`config.mk`:
```
export PLATFORM = sky130hd
export DESIGN_NAME = vga_ctrl
export DESIGN_NICKNAME = d
export VERILOG_FILES = /design/src/rtl/vga_ctrl.sv
export SDC_FILE = /design/constraint.sdc
export NUM_CORES = 1
export LEC_CHECK = 0
export CORE_MARGIN = 2
export CORE_UTILIZATION = 40
export DETAILED_ROUTE_END_ITERATION = 10
export HOLD_SLACK_MARGIN = 0.05
export PLACE_DENSITY = 0.68
export SYNTH_ARGS = -nofsm -noshare
export SYNTH_HDL_FRONTEND = slang
export SYNTH_SLANG_ARGS = --single-unit
```
`constraint.sdc`:
```
create_clock -name clk -period 2.5 [get_ports clk]
set_input_delay 0.5 -clock clk [delete_from_list [all_inputs] [get_ports clk]]
set_output_delay 0.5 -clock clk [all_outputs]
set_load 0.005 [all_outputs]
```
`src/rtl/vga_ctrl.sv`:
```
// vga_ctrl: VGA timing generator with one-clock-ahead pixel request and blanking
//
// Ports:
//   clk           in   pixel clock
//   rst_n         in   asynchronous active-low reset
//   pix_data      in   16-bit RGB565 pixel, registered by upstream one clock after pix_data_req
//   pix_data_req  out  request for the pixel at pix_x/pix_y
//   pix_x         out  requested column (10'h3FF when no request)
//   pix_y         out  requested row (10'h3FF when no request)
//   hsync         out  horizontal sync, active-high
//   vsync         out  vertical sync, active-high
//   rgb           out  pixel to the DAC, black outside the active region
//   frame_start   out  one-clock pulse at the frame origin
module vga_ctrl #(
    parameter int H_SYNC  = 96,
    parameter int H_BACK  = 48,
    parameter int H_VALID = 640,
    parameter int H_TOTAL = 800,
    parameter int V_SYNC  = 2,
    parameter int V_BACK  = 33,
    parameter int V_VALID = 480,
    parameter int V_TOTAL = 525
) (
    input  logic        clk,
    input  logic        rst_n,
    input  logic [15:0] pix_data,
    output logic        pix_data_req,
    output logic [9:0]  pix_x,
    output logic [9:0]  pix_y,
    output logic        hsync,
    output logic        vsync,
    output logic [15:0] rgb,
    output logic        frame_start
);
    localparam logic [9:0] HS  = 10'(H_SYNC);
    localparam logic [9:0] VS  = 10'(V_SYNC);
    localparam logic [9:0] HA  = 10'(H_SYNC + H_BACK);
    localparam logic [9:0] HE  = 10'(H_SYNC + H_BACK + H_VALID);
    localparam logic [9:0] VA  = 10'(V_SYNC + V_BACK);
    localparam logic [9:0] VE  = 10'(V_SYNC + V_BACK + V_VALID);
    localparam logic [9:0] HT1 = 10'(H_TOTAL - 1);
    localparam logic [9:0] VT1 = 10'(V_TOTAL - 1);
    localparam logic [9:0] HR0 = HA - 10'd1;
    localparam logic [9:0] HR1 = HE - 10'd2;

    logic [9:0] cnt_h;
    logic [9:0] cnt_v;
    logic       h_end;
    logic       v_end;
    logic       v_act;
    logic       act;

    // >= rather than == so a counter can never run past TOTAL-1
    assign h_end = cnt_h >= HT1;
    assign v_end = cnt_v >= VT1;

    // frame_start is registered on the wrap into (0,0), so the partial
    // clock at (0,0) right after reset release never produces a pulse
    always_ff @(posedge clk or negedge rst_n) begin
        if (!rst_n) begin
            cnt_h       <= '0;
            cnt_v       <= '0;
            frame_start <= 1'b0;
        end else begin
            cnt_h       <= h_end ? '0 : cnt_h + 10'd1;
            if (h_end)
                cnt_v   <= v_end ? '0 : cnt_v + 10'd1;
            frame_start <= h_end && v_end;
        end
    end

    assign hsync = cnt_h < HS;
    assign vsync = cnt_v < VS;
    assign v_act = cnt_v >= VA && cnt_v < VE;
    assign act   = cnt_h >= HA && cnt_h < HE && v_act;

    // requests lead the active window by one clock to cover upstream's register
    assign pix_data_req = cnt_h >= HR0 && cnt_h <= HR1 && v_act;
    assign pix_x        = pix_data_req ? cnt_h - HR0 : 10'h3FF;
    assign pix_y        = pix_data_req ? cnt_v - VA : 10'h3FF;
    assign rgb          = act ? pix_data : 16'h0000;
endmodule
```
==> results of run 1 <==
-- final timing paths --
path	start	to	cells past startpoint	slack (ps)
setup / recovery	cnt_v[1]	pix_y[6]	11	-270
hold / removal	rst_n	cnt_h[7]	2	580
setup reg to reg	cnt_v[8]	cnt_v[7]	5	420
hold reg to reg	cnt_h[0]	cnt_h[0]	2	590
max in group asynchronous	rst_n	cnt_v[2]	2	1680
min in group clk	cnt_h[0]	cnt_h[0]	2	590
-- cell usage after synthesis, types with 4 or more instances --
master | instances | share of area, %
nor3_1 | 5 | 1.5
nand3_1 | 18 | 5.3
dfrtp_1 | 21 | 31
nor2_1 | 15 | 3.3
or3_1 | 4 | 1.5
xor2_1 | 7 | 3.6
and2_1 | 20 | 7.3
nor2b_1 | 4 | 1.5
a21oi_1 | 5 | 1.5
nand2_1 | 6 | 1.3
inv_1 | 5 | 1.1
clkbuf_1 | 8 | 1.8
xnor2_1 | 8 | 4.1
buf_2 | 8 | 2.3
o21ai_0 | 9 | 2.6
ha_1 | 4 | 2.9
-- state kept, by name, summed over array words and instances (netlist names) --
register     cells
cnt_h           10
cnt_v           10
frame_start      1
-- power by group --
part | switching (mW) | total (mW) | internal (mW) | leakage (nW)
registers | 0 | 0.339 | 0.339 | 0.279
clock network | 0.117 | 0.231 | 0.114 | 0.0228
logic | 0.0107 | 0.0347 | 0.0240 | 0.979
total | 0.128 | 0.605 | 0.477 | 1.28
-- per-layer routing --
layer / global-route usage (%) / vias to the layer above
met1: 27.1 / 875
met5: 0 / -
met4: 5.23 / 0
met3: 2.18 / 10
met2: 37.0 / 38
li1: - / 892
-- cell usage in the layout (no fill, tap or decap), types with 5 or more instances in the layout --
cell type,netlist,layout
and2_1,20,5
and2_4,0,15
buf_2,8,9
buf_4,2,37
buf_6,2,34
clkbuf_2,1,11
clkdlybuf4s50_1,0,19
dfrtp_1,21,21
inv_1,5,5
nand2_1,6,6
nand3_1,18,6
nand3_2,0,10
nor2_1,15,15
o21ai_0,9,8
xnor2_1,8,8
xor2_1,7,7
-- stage by stage --
| stage | cell area (um2) | power (mW) | instances | utilization [%] |
|---|---|---|---|---|
| after CTS | 2670 | 0.609 | 337 | 65.7 |
| final | 2840 | 0.605 | 345 | 70.1 |
| after global placement | 2490 | 0.380 | 322 | 61.4 |
| after detailed placement | 2490 | 0.380 | 322 | 61.4 |
| after global routing | 2840 | 0.626 | 345 | 70.1 |
| after floorplan | 1710 | 0.346 | 201 | - |
-- worst max-delay path, cell delays in order (launching register included) --
cell      delay, ps
dfrtp_1         400
ha_2            210
buf_6           120
nor4_4          210
nand4b_1        160
buf_4           180
a21oi_4         190
buf_6           130
buf_6            90
buf_6           100
nand3_1          80
clkbuf_2        130
-- cell families (layout without fill, tap and decap cells) --
family          count (synthesis)  count (layout)  synth area share [%]
compound gates                 39              39                  18.5
xor+xnor                       15              15                  7.69
fa+ha+maj                       4               4                  2.93
buf+inv                        26             120                  7.69
flops                          21              21                  30.7
mux                             1               1                 0.586
simple gates                   95              95                  31.8
-- final cells by class --
cell class              instances  area, um2
clock buffers                   4       45.0
multi-input cells             154       1230
fillers                       314       1210
repair buffers                111        960
inverters                       5       18.8
flip-flops and latches         21        526
well taps                      50       62.6
-- repair_timing --
| item | in CTS | in global routing |
|---|---|---|
| cloned | 3 | 0 |
| hold buffers | 0 | 0 |
| gates resized for setup | 84 | 118 |
| pin swaps | 10 | 24 |
| endpoints found under the setup margin | 38 | 38 |
| setup buffers | 8 | 12 |
==> flow_metrics.tcl, run 1 <==
set metrics [dict create \
    routedLengthMet1_mm 2.44 \
    start_kind "flip-flop" \
    dpl.hpwl_mm 3.55 \
    drc 0 \
    synth_edf_count 0 \
    peakVddDrop_v 0.000185 \
    worstPathRequired_ps 2000 \
    core_mm2 0.00406 \
    antenna_found_initial 0 \
    cp.arrival_ps 2270 \
    synth.avg_cell_area_um2 8.50 \
    postRouteAntennaNets 0 \
    drv_slew 0 \
    fin_nets 318 \
    hold_violations 0 \
    fin_ws_ps -269 \
    ys.flop_type "dfrtp_1" \
    area_delta_synth_final_pct 66.4 \
    h-tree-depth 1 \
    cts-root-buf "clkbuf_8" \
    ys_seq_elements 21 \
    diodes 0 \
    fp-row-count 23 \
    first_pass_iters 4 \
    fp.dieArea_mm2 0.00481 \
    synth_cell_types 52 \
    fin_skew_ps 4.02 \
    wl_met2_mm 2.88 \
    syn_nets 223 \
    initial_core_util_pct 42.1 \
    gp_congestion 0.776 \
    tightest_slew_ps 389 \
    clkSinkCount 21 \
    synthCells 201 \
    min_period_ps 2770 \
    crit_path_max_fanout 4 \
    fin_setup_tns_ps -7080 \
    async_flop_share_pct 100 \
    vias 1815 \
    grt_pass1_vias 1624 \
    die_width_um 69.4 \
    setup_viol 37 \
    maxCapViolCount 0 \
    syn_area_mm2 0.00171 \
    viasPerCell 5.26 \
    slew_headroom_pct 74.0 \
    first_iter_violations 81 \
    clock_latency_ps 260 \
    yosysSeqAreaShare_pct 30.7 \
    grt_pass1_wl_mm 8.16 \
    io_buffer_count 57 \
    yosysWarnings 0 \
    power.density_mw_per_mm2 213 \
    whs_ps 585 \
    highest_layer "met4" \
    grt_max_degree 22 \
    run_status "finished with violations" \
    crit_path_end_kind "primary output" \
    clk_pin_slew_ps 80 \
    post-route-period-util_pct 111 \
    dr_wl_met3_um 137 \
    top_level_ports 58 \
    wl_per_cell_um 16.0 \
    cts_tree "done" \
    hold_class "in -> async" \
    grt_overflow_total 0 \
    drt-total-wl_mm 5.53 \
    grt_use_total_pct 20.9 \
    dp_slack_ps -486 \
    layout-drive-gt1-share_pct 47.5 \
    violations "setup timing" \
    clk_path_buf_depth 2 \
    rsz0062_at_grt "true" \
    max_freq_ghz 0.361 \
    cts_buffers 3 \
    die_y_um 69.4 \
    cellLeakagePower_nw 1.28 \
    criticalPathCategory "reg -> out" \
]
Power figures use the tool's default switching activity.
==> run 2, diff against run 1 <==
--- a/config.mk
+++ b/config.mk
@@ -10,6 +10,7 @@
 export DETAILED_ROUTE_END_ITERATION = 10
 export HOLD_SLACK_MARGIN = 0.05
 export PLACE_DENSITY = 0.68
+export SKIP_LAST_GASP = 1
 export SYNTH_ARGS = -nofsm -noshare
 export SYNTH_HDL_FRONTEND = slang
 export SYNTH_SLANG_ARGS = --single-unit
==> run 2 against run 1 <==
Net effect: the flow still finishes with violations (setup timing); design area fell by 0.31%; clock power hardly changed; via count down 1.4%; power shrank 0.37%; final cell count fell by 0.29%; hold slack barely moved; flip-flop and latch count is the same; clock skew shrank 1.9 ps; die area unchanged; largest cell class unchanged; largest power group unchanged.
==> flow_metrics.tcl, run 2 (same netlist as run 1, synthesis figures left out) <==
set metrics [dict create \
    hold_violations 0 \
    cp_slowest_cell "dfrtp_1" \
    area_delta_synth_final_pct 65.9 \
    fillCellCount 320 \
    cp.arrival_ps 2190 \
    post-route-period-util_pct 108 \
    cts_buffers 3 \
    clk_pin_slew_ps 80 \
    grt_overflow_total 0 \
    io_buffer_count 57 \
    cellLeakagePower_nw 1.27 \
    power.density_mw_per_mm2 213 \
    top_level_ports 58 \
    layout-drive-gt1-share_pct 48.3 \
    max_freq_ghz 0.372 \
    drv_slew 0 \
    crit_path_end_kind "primary output" \
    dpl.hpwl_mm 3.55 \
    final_area_mm2 0.00284 \
    run_status "finished with violations" \
    wl_per_cell_um 15.1 \
    maxCapViolCount 0 \
    clk_path_buf_depth 2 \
    die_width_um 69.4 \
    criticalPathCategory "reg -> out" \
    fp-row-count 23 \
    hold_class "in -> async" \
    first_iter_violations 59 \
    slew_headroom_pct 74.8 \
    crit_path_max_fanout 8 \
    grt_pass1_wl_mm 8.18 \
    antenna_found_initial 0 \
    vias 1789 \
    clock_latency_ps 260 \
    critical_path.max_stage_delay_ps 400 \
    final_util_pct 69.9 \
    grt_use_met1_pct 27.2 \
    viasPerCell 5.20 \
    cts_tree "done" \
    core_mm2 0.00406 \
    grt_use_total_pct 20.9 \
    worstPathRequired_ps 2000 \
    grtUsageMet3_pct 2.33 \
    cts-root-buf "clkbuf_8" \
    fin_ws_ps -191 \
    tightest_slew_ps 377 \
    min_period_ps 2690 \
    busiest_layer "met2" \
    grtUsageMet2_pct 36.8 \
    grt_max_degree 22 \
    drt-total-wl_mm 5.21 \
    gp_congestion 0.776 \
    critPathTopFamily "simple AND/OR/NAND/NOR gates" \
    start_kind "flip-flop" \
    cp_num_buf_inv 3 \
    layout_common_cells "40 x buf_4, 29 x buf_6, 21 x dfrtp_1" \
    crit_chain "ha_2 -> nor4_2 -> nand4b_1 -> buf_4 -> a211oi_4 -> clkbuf_16 -> and2_4 -> clkbuf_2" \
    placed_area_mm2 0.00249 \
    peakVddDrop_v 0.000193 \
    rsz0062_at_grt "true" \
    diodes 0 \
    setup_viol 36 \
    first_pass_iters 4 \
    h-tree-depth 1 \
    postRouteAntennaNets 0 \
    grt_pass1_vias 1633 \
    drc 0 \
    largestRegisters "cnt_h (10), cnt_v (10), frame_start (1)" \
    fin_nets 317 \
    clkSinkCount 21 \
    fin_skew_ps 2.08 \
    layout_commonest_cell "buf_4" \
    die_y_um 69.4 \
    initial_core_util_pct 42.1 \
    violations "setup timing" \
    fp.dieArea_mm2 0.00481 \
]
-- run 2: metal layers --
metal  vias up  routed length, um
met4         0                 63
met1       865               2310
met5         -                  0
met3         6                130
met2        29               2710
li1        889                  -
-- run 2: metrics by stage --
step | cells | power, mW | hold slack, ps | setup slack [ps] | setup TNS (ps)
6_report | 344 | 0.603 | 585 | -191 | -4930
5_1_grt | 344 | 0.622 | 602 | -267 | -7450
4_1_cts | 337 | 0.609 | 578 | -397 | -9580
3_5_place_dp | 322 | 0.380 | 563 | -486 | -12190
3_3_place_gp | 322 | 0.380 | 558 | -467 | -12200
2_1_floorplan | 201 | 0.346 | 204 | 196 | 0
-- run 2: final timing paths --
path / start / end / slack, ps / depth (start not counted)
min: rst_n / cnt_h[2] / 590 / 2
min in group clk: cnt_h[0] / cnt_h[0] / 590 / 2
max in group asynchronous: rst_n / cnt_h[5] / 1690 / 2
min reg2reg: cnt_h[0] / cnt_h[0] / 590 / 2
max: cnt_v[1] / rgb[14] / -190 / 8
max reg2reg: cnt_v[8] / cnt_v[7] / 430 / 5
-- run 2: repair_timing --
action                                  in CTS  in global routing
gates resized for setup                     59                136
endpoints found under the setup margin      38                 38
pin swaps                                   10                 21
setup buffers                                8                 10
cloned                                       3                  0
hold buffers                                 0                  0
-- run 2: where the power goes --
group	internal (mW)	total [mW]	switching, mW
logic	0.0240	0.0345	0.0105
registers	0.339	0.339	0
clock network	0.114	0.229	0.115
-- run 2: area by class of cell --
cell class                      count  area [um2]  share of cell area, %
Sequential cell                    21         526                   18.5
Inverter                            5        18.8                  0.662
Multi-Input combinational cell    154        1230                   43.5
Tap cell                           50        62.6                   2.21
Clock buffer                        4        45.0                   1.59
Timing Repair Buffer              110         951                   33.5
==> run 3, diff against run 2 <==
--- a/config.mk
+++ b/config.mk
@@ -11,6 +11,7 @@
 export HOLD_SLACK_MARGIN = 0.05
 export PLACE_DENSITY = 0.68
 export SKIP_LAST_GASP = 1
+export SLEW_MARGIN = 40
 export SYNTH_ARGS = -nofsm -noshare
 export SYNTH_HDL_FRONTEND = slang
 export SYNTH_SLANG_ARGS = --single-unit
==> results of run 3 <==
No change in the layout: final DEF, timing and power equal those of run 2.
==> RTL change 1, RTL diff (settings of run 3) <==
Add an input register stage for `pix_data`, cleared by the reset; this delays it by one clock. Comments in the files are not updated.
--- a/src/rtl/vga_ctrl.sv
+++ b/src/rtl/vga_ctrl.sv
@@ -45,2 +45,12 @@
 
+    logic [15:0] pix_data_q;
+
+    always_ff @(posedge clk or negedge rst_n) begin
+        if (!rst_n) begin
+            pix_data_q <= '0;
+        end else begin
+            pix_data_q <= pix_data;
+        end
+    end
+
     logic [9:0] cnt_h;
@@ -80,3 +90,3 @@
     assign pix_y        = pix_data_req ? cnt_v - VA : 10'h3FF;
-    assign rgb          = act ? pix_data : 16'h0000;
+    assign rgb          = act ? pix_data_q : 16'h0000;
 endmodule
Check against the original RTL: no difference found for any inputs over 10 cycles, from zero or initial values and one cycle with rst_n low; that may be too few to reach the edited logic, so the function may still have changed.
==> RTL change 1 against run 3 <==
  * The flow still finishes with violations (setup timing)
  * Clock skew is 5.5 ps higher
  * Routed wire length is 11% higher
  * Final area is 14% higher
  * Sequential cell count is 16 higher
  * Setup slack worse by 15 ps
  * Total power is 74% higher
  * Critical path depth stayed put
  * Utilization is 6.1 points lower
  * Combinational power is 6% higher
  * Critical endpoint is now pix_data_req
  * Count of clock-buffer cells in the layout is 2 higher
  * Area after synthesis is 23% higher
  * Register-to-register slack better by 60 ps
==> RTL change 1: results <==
metrics = {
    "status": {
        "status": "finished with violations",
        "violations": "setup timing",
    },
    "place": {
        "gp_congestion": 0.897,
    },
    "worst_setup_path": {
        "path_max_fanout": 5,
        "cp_top_family": "compound AO/OA/AOI/OAI gates",
    },
    "power": {
        "ir_worst_vdd_mv": 0.154,
        "p_leak_nw": 1.40,
        "power_density_nw_per_um2": 325,
    },
    "logic_synthesis": {
        "synth_compound_area_share_pct": 16.4,
        "yosysSeqAreaShare_pct": 44.0,
        "synthAdderAreaFrac_pct": 2.38,
    },
    "clock_tree": {
        "cts_setup_buffers": 5,
        "cts_buffers": 5,
        "post_cts_resized": 62,
    },
    "finish": {
        "drive_above_1_share_pct": 43.3,
        "regArea_um2": 927,
        "nets": 335,
        "top_regs": "pix_data_q (16), cnt_h (10), cnt_v (10)",
    },
    "timing": {
        "setup_tns_ps": -4650,
        "worst_slack_ps": -206,
        "setup_viol": 35,
    },
    "route": {
        "route.met3.wl_um": 221,
        "wirelength_mm": 5.76,
    },
    "global_route": {
        "grt_usage_pct": 19.9,
        "met3_usage_pct": 3.20,
        "grtUsageMet2_pct": 30.9,
    },
}
-- RTL change 1: cell types whose count changed in the layout (fill, tap and decap cells not counted), sizes merged, moves of 3 or more --
cell	change
dfrtp	+16
o21ai	-4
a22o	-4
buf	-10
a21oi	+6
nor2b	-3
inv	+5
clkbuf	+6
-- RTL change 1: area by class of cell --
class | count | share of cell area (%)
multi-input cells | 155 | 38.0
flip-flops and latches | 37 | 28.7
repair buffers | 104 | 26.9
well taps | 70 | 2.71
clock buffers | 6 | 2.24
inverters | 10 | 1.16
clock inverters | 2 | 0.309
-- RTL change 1: path summary, 6_finish.rpt --
path	start	endpoint	slack, ps	cells past startpoint
setup / recovery	cnt_v[0]	pix_data_req	-210	8
hold / removal	rst_n	cnt_h[6]	160	1
setup reg to reg	cnt_v[8]	cnt_v[8]	490	5
hold reg to reg	cnt_v[8]	cnt_v[8]	590	2
max in group asynchronous	rst_n	cnt_v[5]	2000	1
min in group clk	cnt_v[8]	cnt_v[8]	590	2
==> RTL change 2, RTL diff (settings of run 3) <==
Without the edit above. The parameter `V_TOTAL` goes from 525 to 393.
--- a/src/rtl/vga_ctrl.sv
+++ b/src/rtl/vga_ctrl.sv
@@ -21,3 +21,3 @@
     parameter int V_VALID = 480,
-    parameter int V_TOTAL = 525
+    parameter int V_TOTAL = 393
 ) (
Formal check against the unedited RTL: same outputs for any inputs over 10 cycles, from zero or initial values and one cycle with rst_n low; that may be too few to reach the edited logic, so the function may still have changed.
==> RTL change 2 against run 3 <==
  * The run still ends with setup timing left
  * Final area fell by 4.3%
  * Worst hold slack got worse by 19 ps
  * Area after synthesis fell by 4.0%
  * Non-clock buffer count decreased by 5
  * Total power down 0.10%
  * Setup slack got worse by 160 ps
  * Sequential share of layout area is 0.84 points higher
  * Sequential cell count stayed put
  * Routed wire length down 6.6%
  * Critical endpoint is now rgb[1]
  * Highest routed layer unchanged
==> RTL change 2: results <==
metrics = {
    "status": {
        "status": "finished with violations",
        "violations": "setup timing",
    },
    "logic_synthesis": {
        "yosysSeqAreaShare_pct": 32.0,
        "syn_area_um2": 1640,
        "yosys.area_share.xor_xnor_pct": 8.00,
        "synth_fp_nets": 217,
        "synthCells": 195,
        "synthAdderAreaFrac_pct": 3.05,
        "synth_cell_types": 45,
        "synth.area.mux_share_pct": 0,
        "synth_compound_area_share_pct": 17.5,
        "synth_common_cells": "dfrtp_1, nand3_1, clkbuf_1, nor2_1, o21ai_0",
        "ys_top_cells_by_area": "dfrtp_1, nand3_1, and2_4",
    },
    "place": {
        "hpwl_mm": 3.27,
        "placed_area_um2": 2420,
        "gp_congestion": 0.774,
    },
    "finish": {
        "fillCellCount": 334,
        "multi_input_area_share_pct": 41.7,
        "buf_share_pct": 34.0,
        "syn_to_final_growth_pct": 65.2,
        "clkCellAreaFrac_pct": 1.71,
        "seq_cells": 21,
        "nNonClkInverters": 6,
        "diodes": 0,
        "nets": 309,
        "drive_above_1_share_pct": 44.8,
        "instances_no_fill": 336,
        "num-multi-input-gates": 150,
        "n_all_buffers": 105,
        "nClkBuffers": 3,
    },
    "global_route": {
        "grt_usage_pct": 21.6,
        "grt_pass1_vias": 1565,
        "grt_pass1_wl_mm": 7.42,
        "grt_start_max_net_pins": 24,
    },
    "power": {
        "p_leak_nw": 1.16,
        "p_seq_uw": 339,
        "sequentialPowerShare_pct": 56.4,
        "ir_worst_vdd_mv": 0.360,
        "intPower_uw": 475,
    },
    "timing": {
        "fin_skew_ps": 2.10,
        "setup_tns_ps": -10350,
        "worst_slew_pin_slew_ps": 380,
        "setup_viol": 37,
        "worst_slack_ps": -347,
    },
    "worst_setup_path": {
        "critical_path.max_stage_delay_ps": 460,
        "path_max_fanout": 4,
        "endpoint": "rgb[1]",
        "rr_worst_depth": 5,
        "r2r_slack_ps": 620,
        "reg2reg_from": "cnt_v[3]",
        "slowest_stage": "or4_4",
        "crit_arrival_ps": 2350,
    },
    "clock_tree": {
        "ctsLongestPathBuffers": 2,
    },
    "route": {
        "drtIter0Drc": 74,
        "num_vias": 1769,
        "wl_per_cell_um": 14.5,
    },
}
RTL change 2: worst min path at each step:
stage / cells after the start / end / slack [ps]
detailed placement: 2 / cnt_v[9] / 560
finish: 2 / cnt_h[0] / 570
global route: 2 / cnt_h[0] / 580
global placement: 2 / cnt_v[9] / 530
CTS: 2 / cnt_h[4] / 570
floorplan: 0 / cnt_h[0] / 200
RTL change 2: kinds of logic (layout without fill, tap and decap cells):
family                     Yosys count  count (layout)
adders and majority gates            4               4
AOI/OAI and AO/OA                   40              41
xor gates and xnor gates            15              15
buffers and inverters               25             115
DFF                                 21              21
and+or+nand+nor                     90              90
RTL change 2: timing repair:
item,4_1_cts,5_1_grt
setup buffers,16,0
pin swaps,23,2
endpoints found under the setup margin,38,38
gates resized for setup,199,14
gates cloned,2,0
hold buffers,0,0
RTL change 2: per-layer routing:
layer	GRT usage (%)	part of all wire (%)	vias to the layer above
met3	3.29	8.3	5
met1	29.1	43	816
met4	9.00	1.5	0
li1	-	-	883
met2	34.6	47	65
met5	0	0	-
